**config.mk**
```make
export PLATFORM = sky130hd
export DESIGN_NAME = xex_sector_controller
export DESIGN_NICKNAME = d
export VERILOG_FILES = /design/src/rtl/xex_sector_controller.sv
export SDC_FILE = /design/constraint.sdc
export NUM_CORES = 1
export LEC_CHECK = 0
export ABC_AREA = 0
export ABC_CLOCK_PERIOD_IN_PS = 2300
export CAP_MARGIN = 20
export CORE_MARGIN = 3
export CORE_UTILIZATION = 51
export DETAILED_ROUTE_END_ITERATION = 10
export GPL_TIMING_DRIVEN = 0
export PLACE_DENSITY = 0.77
export SKIP_CTS_REPAIR_TIMING = 1
export SYNTH_ARGS = -nofsm -noshare
export SYNTH_HDL_FRONTEND = slang
export SYNTH_SLANG_ARGS = --single-unit
```
**constraint.sdc**
```tcl
create_clock -name clk -period 2.3 [get_ports clk]
set_clock_uncertainty 0.2 [all_clocks]
set_input_delay 0.345 -clock clk [delete_from_list [all_inputs] [get_ports clk]]
set_output_delay 0.345 -clock clk [all_outputs]
set_load 0.02 [all_outputs]
```
**src/rtl/xex_sector_controller.sv**
```systemverilog
// Sequencing controller for an XEX-mode sector engine: encrypts the sector tweak,
// then streams blk_num data blocks through a shared AES core one at a time.
module xex_sector_controller #(
  parameter int unsigned TK_WAIT   = 3,
  parameter int unsigned KEY_WAIT  = 3,
  parameter int unsigned DEC_WAIT  = 14,
  parameter int unsigned BLK_CNT_W = 8
) (
  input  logic                 clk,
  input  logic                 n_rst,
  input  logic [1:0]           mode,
  input  logic [BLK_CNT_W-1:0] blk_num,
  input  logic                 aes_rdy,
  input  logic                 aes_bz,
  input  logic                 in_rdy,
  output logic                 d_valid,
  output logic                 d_tk,
  output logic                 tk_ud,
  output logic                 enc_dec,
  output logic                 xex_bz,
  output logic                 out_rdy,
  output logic [BLK_CNT_W-1:0] blk_cnt,
  output logic                 sector_done,
  output logic                 abort
);

  localparam int unsigned WAIT_W = 8;

  typedef enum logic [2:0] {
    IDLE, WAIT_TK, SEND_TK, ENC_TK, WAIT_KEY, WAIT_DEC, DATA, DONE
  } state_t;

  state_t               state, state_d;
  logic [WAIT_W-1:0]    wait_cnt, wait_cnt_d;
  logic [BLK_CNT_W-1:0] blk_cnt_d;
  logic [BLK_CNT_W-1:0] blk_num_q, blk_num_d;
  logic [BLK_CNT_W-1:0] iss_cnt, iss_cnt_d;
  logic [BLK_CNT_W-1:0] blk_last;
  logic                 inflight, inflight_d;
  logic                 last_issued, last_issued_d;
  logic                 enc_dec_d;
  logic                 abort_d;
  logic                 start;
  logic                 aborting;

  // State and datapath registers
  always_ff @(posedge clk or negedge n_rst) begin
    if (!n_rst) begin
      state       <= IDLE;
      wait_cnt    <= '0;
      blk_cnt     <= '0;
      blk_num_q   <= '0;
      iss_cnt     <= '0;
      inflight    <= 1'b0;
      last_issued <= 1'b0;
      enc_dec     <= 1'b0;
      abort       <= 1'b0;
    end else begin
      state       <= state_d;
      wait_cnt    <= wait_cnt_d;
      blk_cnt     <= blk_cnt_d;
      blk_num_q   <= blk_num_d;
      iss_cnt     <= iss_cnt_d;
      inflight    <= inflight_d;
      last_issued <= last_issued_d;
      enc_dec     <= enc_dec_d;
      abort       <= abort_d;
    end
  end

  // Next-state, datapath updates and strobes
  always_comb begin
    state_d       = state;
    wait_cnt_d    = wait_cnt;
    blk_cnt_d     = blk_cnt;
    blk_num_d     = blk_num_q;
    iss_cnt_d     = iss_cnt;
    inflight_d    = inflight;
    last_issued_d = last_issued;
    enc_dec_d     = enc_dec;
    abort_d       = 1'b0;
    start         = 1'b0;
    d_valid       = 1'b0;
    d_tk          = 1'b1;
    tk_ud         = 1'b0;
    xex_bz        = 1'b1;
    out_rdy       = 1'b0;
    sector_done   = 1'b0;
    blk_last      = blk_num_q - BLK_CNT_W'(1);
    aborting      = ~mode[1] && (state != IDLE) && (state != DONE);

    case (state)
      IDLE: begin
        xex_bz = 1'b0;
        start  = mode[1];
      end
      WAIT_TK: begin
        d_tk = 1'b0;
        if (wait_cnt == WAIT_W'(TK_WAIT - 1)) begin
          state_d    = SEND_TK;
          wait_cnt_d = '0;
        end else begin
          wait_cnt_d = wait_cnt + WAIT_W'(1);
        end
      end
      SEND_TK: begin
        d_valid = 1'b1;
        d_tk    = 1'b0;
        state_d = ENC_TK;
      end
      ENC_TK: begin
        d_tk  = 1'b0;
        tk_ud = aes_rdy;
        if (aes_rdy) state_d = WAIT_KEY;
      end
      WAIT_KEY: begin
        if (wait_cnt == WAIT_W'(KEY_WAIT - 1)) begin
          state_d    = enc_dec ? WAIT_DEC : DATA;
          wait_cnt_d = '0;
        end else begin
          wait_cnt_d = wait_cnt + WAIT_W'(1);
        end
      end
      WAIT_DEC: begin
        if (wait_cnt == WAIT_W'(DEC_WAIT - 1)) begin
          state_d    = DATA;
          wait_cnt_d = '0;
        end else begin
          wait_cnt_d = wait_cnt + WAIT_W'(1);
        end
      end
      DATA: begin
        // One block in flight; a returning result frees the slot in the same cycle
        xex_bz     = aes_bz | inflight;
        d_valid    = in_rdy & (~inflight | aes_rdy) & ~last_issued;
        out_rdy    = aes_rdy;
        tk_ud      = aes_rdy;
        inflight_d = d_valid | (inflight & ~aes_rdy);
        if (d_valid) begin
          iss_cnt_d = iss_cnt + BLK_CNT_W'(1);
          if (iss_cnt == blk_last) last_issued_d = 1'b1;
        end
        if (aes_rdy) begin
          blk_cnt_d = blk_cnt + BLK_CNT_W'(1);
          if (blk_cnt == blk_last) state_d = DONE;
        end
      end
      DONE: begin
        sector_done = 1'b1;
        start       = mode[1];
        if (!mode[1]) state_d = IDLE;
      end
      default: state_d = IDLE;
    endcase

    if (start) begin
      state_d       = WAIT_TK;
      wait_cnt_d    = '0;
      enc_dec_d     = mode[0];
      blk_num_d     = blk_num;
      blk_cnt_d     = '0;
      iss_cnt_d     = '0;
      inflight_d    = 1'b0;
      last_issued_d = 1'b0;
    end

    // Abort wins over any other transition and suppresses this cycle's strobes
    if (aborting) begin
      state_d       = IDLE;
      abort_d       = 1'b1;
      wait_cnt_d    = '0;
      blk_cnt_d     = blk_cnt;
      inflight_d    = 1'b0;
      last_issued_d = 1'b0;
      d_valid       = 1'b0;
      tk_ud         = 1'b0;
      out_rdy       = 1'b0;
    end
  end

endmodule

```
==> results by group <==
Global routing
  • Largest net degree at the start of global routing: 40
  • Gr usage total: 20.4%
  • Initial antenna violation count: 0
  • Number of global-route vias before repair: 2105
  • Global-route wire length before repair: 9.80 mm
  • Gr ovfl total: 0

CTS
  • Skew-Pair Late Insertion Delay: 0.30 ns
  • Clock Path Buffers: 2
  • H-tree Lvls: 2
  • Inserted Clock Buffers: 5
  • Clock root cell: clkbuf_8
  • Clk sinks: 39
  • Clock transition at the registers of the reported paths: 0.08 ns
  • CTS tree: built

Pwr
  • Sequential share of power: 28.4%
  • PwrDens: 1050 nW/um^2
  • Switching pwr: 1.45 mW
  • Peak VDD IR: 0.510 mV
  • Clk pwr share: 13.3%
  • Switch share: 42.5%
  • Int Power: 1.97 mW
  • LEAKAGE: 1.45 nW
  • Combinational share of power: 58.3%

Die
  • Die area: 5970 um^2
  • # IOs: 31
  • Starting Density: 53.8%
  • Rows: 25
  • CORE AREA: 4820 um^2
  • Die X: 77.3 um
  • Vert. Die Dim: 77.3 um

Route
  • Drt drc: 0
  • Vias per cell: 5.67
  • DR pass1 iterations: 4
  • Via count: 2275
  • Drt initial violations: 172
  • Final WL: 6.13 mm
  • WL/cell: 15.3 um
  • Antenna viol nets, final: 0

Yosys
  • Warnings, synthesis: 0
  • Top-area cell type share of the netlist area: 37.7%
  • Synthesized instance count: 287
  • Cell variety after synth: 54
  • Fraction of the yosys area taken by sequential cells: 37.7%
  • Synth area leader: dfrtp_1
  • Seq cells post-synth: 39
  • Synth area leaders: dfrtp_1 38%, xnor2_1 6.4%, xor2_1 4.4%
  • Post-Syn Area: 2590 um^2
  • Avg Cell Area, Syn: 9.02 um^2
  • Post-synth net total: 308

Finish
  • Non-filler cells in the finished layout: 401
  • Final net count: 354
  • Syn-to-layout area delta: 25.8%
  • Share of post-route cells with drive strength above 1: 18.3%
  • Fillers: 396
  • Diodes inserted: 0
  • Post-Layout Inst Area: 3260 um^2

Hold path
  • Worst hold path type: primary input to async pin

Worst setup path
  • Critical Path AT: 2.46 ns
  • Nature of the critical path startpoint: flop
  • Crit path kind: flop to flop
  • CP endpoint kind: flop
  • CP required: 2.29 ns
  • Critical-path maximum fanout: 7

Placement
  • Placed Cells: 384
  • Routability cong.: 0.939
  • DP Area: 2980 um^2
  • PortBufs: 30
  • Final HPWL DP: 4.17 mm

Timing
  • F_max: 0.406 GHz
  • Slew @ Worst Pin: 0.884 ns
  • Final Hold Viols: 39
  • Final WS setup: -0.165 ns
  • Worst rel slew slack: 41.1%
  • Min Tclk post-route: 2.47 ns
  • Final slew viol count: 0
  • Fin Hold WS: -0.0480 ns
  • Tcrit/Tclk final: 107%
  • Setup violators final: 2
  • Setup repair after global routing missed its margin: yes

Outcome
  • Status: complete, but fails checks
  • Failing checks: negative hold slack, negative setup slack

Job
  • Max-cap viol count: 0
==> cells by family after synthesis <==
kind of cell    after synthesis  share of synthesized area, %
compound gates               58                          15.4
xor+xnor                     32                          10.8
fa+ha+maj                     6                          2.90
buf+inv                      25                          4.40
flops                        39                          37.7
mux                          12                          4.88
simple gates                115                          24.0
==> worst max-delay path: stages (launching register included) <==
cell       delay, ns
dfrtp_1         0.34
buf_6           0.11
inv_4           0.03
ha_4            0.14
buf_6           0.13
buf_12          0.12
xnor2_4         0.13
xnor2_2         0.16
a2111oi_2       0.41
o2111a_2        0.31
and3_4          0.19
o221ai_2        0.07
==> path summary, 6_finish.rpt <==
check                                         start                 endpoint  slack [ns]  cells after the start
max                        blk_num_q[0]$_DFFE_PN0P_     state[1]$_DFFE_PN0P_       -0.17                     11
min                                           n_rst     state[2]$_DFFE_PN0P_       -0.05                      1
max reg2reg                blk_num_q[0]$_DFFE_PN0P_     state[1]$_DFFE_PN0P_       -0.17                     11
min reg2reg                 wait_cnt[7]$_DFFE_PN0P_  wait_cnt[7]$_DFFE_PN0P_        0.29                      1
max in group asynchronous                     n_rst  wait_cnt[1]$_DFFE_PN0P_        1.33                      1
min in group clk            wait_cnt[7]$_DFFE_PN0P_  wait_cnt[7]$_DFFE_PN0P_        0.29                      1
==> metal layers <==
layer	wire, um	vias up	track usage [%]	part of all wire [%]
met5	0	-	0	0
met4	103	0	6.41	1.7
met3	267	11	4.93	4.4
met2	2890	57	30.7	47
met1	2870	1095	28.8	47
li1	-	1112	-	-
==> per-stage QoR <==
stage                     util (%)  hold slack (ns)  setup TNS [ns]  power [mW]  worst slack, ns
final                         67.6          -0.0480          -0.318        3.41           -0.165
after floorplan                  -           -0.151               0        2.20           0.0232
after detailed placement      61.8            0.287           -3.68        2.60           -0.445
after global placement        61.9            0.286          -15.04        2.58           -0.443
after global routing          67.6           0.0254          -0.658        3.66           -0.328
after CTS                     63.5         -0.00860           -2.03        3.07           -0.457
==> synth_stat cells (all sizes together) <==
master	number
nor2b	4
o22ai	1
or3b	1
o221ai	1
and4b	1
nor3	9
nand4b	1
nand4	7
clkbuf	6
xor2	13
inv	8
a221oi	2
nand3b	3
o21bai	1
a2111oi	1
a21oi	12
or2	3
o2111a	3
xnor2	19
o211ai	1
o311ai	1
o41ai	1
mux2	5
dfrtp	39
and2	3
nor3b	3
nand2	21
o31ai	4
or3	1
nor4	5
nand2b	6
and3	7
a21o	1
buf	11
ha	6
mux2i	7
a41oi	2
a31oi	4
and3b	1
a211o	1
nor2	28
nand3	11
o21a	1
o21ai	21
==> final cells by class <==
cell class / count / area [um^2] / area share, %
Clock inverter: 1 / 5.00 / 0.154
Timing Repair Buffer: 39 / 388 / 11.9
Clock buffer: 7 / 76.3 / 2.34
Multi-Input combinational cell: 223 / 1590 / 48.9
Sequential cell: 39 / 980 / 30.1
Inverter: 8 / 32.5 / 0.998
Tap cell: 67 / 83.8 / 2.57
Buffer: 17 / 98.8 / 3.03
==> sequential cells by signal (all words and copies together), names as in the netlist <==
name and cells:
abort 1, iss_cnt 8, inflight 1, wait_cnt 8
blk_cnt 8, enc_dec 1, blk_num_q 8, last_issued 1
state 3
==> power by group through the flow <==
| stage | combinational, mW | sequential (mW) | clock (mW) |
|---|---|---|---|
| finish | 1.99 | 0.970 | 0.455 |
| floorplan | 1.23 | 0.963 | 0 |
| CTS | 1.63 | 0.966 | 0.467 |
| detailed placement | 1.62 | 0.977 | 0 |
| global placement | 1.60 | 0.979 | 0 |
| global route | 2.17 | 0.987 | 0.495 |
==> cell usage in the layout, fill, tap and decap left out, types with 4 or more instances in the layout <==
master / instances
buf_4: 9
dlymetal6s2s_1: 5
nor3_1: 8
buf_2: 5
dfrtp_1: 36
ha_1: 5
nand3_1: 11
nand2_1: 21
and3_1: 5
inv_1: 6
clkdlybuf4s50_1: 24
o21ai_0: 21
xor2_1: 13
xnor2_1: 17
clkbuf_1: 4
clkbuf_8: 5
nand2b_1: 6
nand4_1: 7
nor4_1: 4
nor2b_1: 4
a21oi_1: 12
nor2_1: 27
mux2i_1: 6
mux2_2: 5
clkbuf_2: 6
o31ai_1: 4
Power figures use the tool's default switching activity.
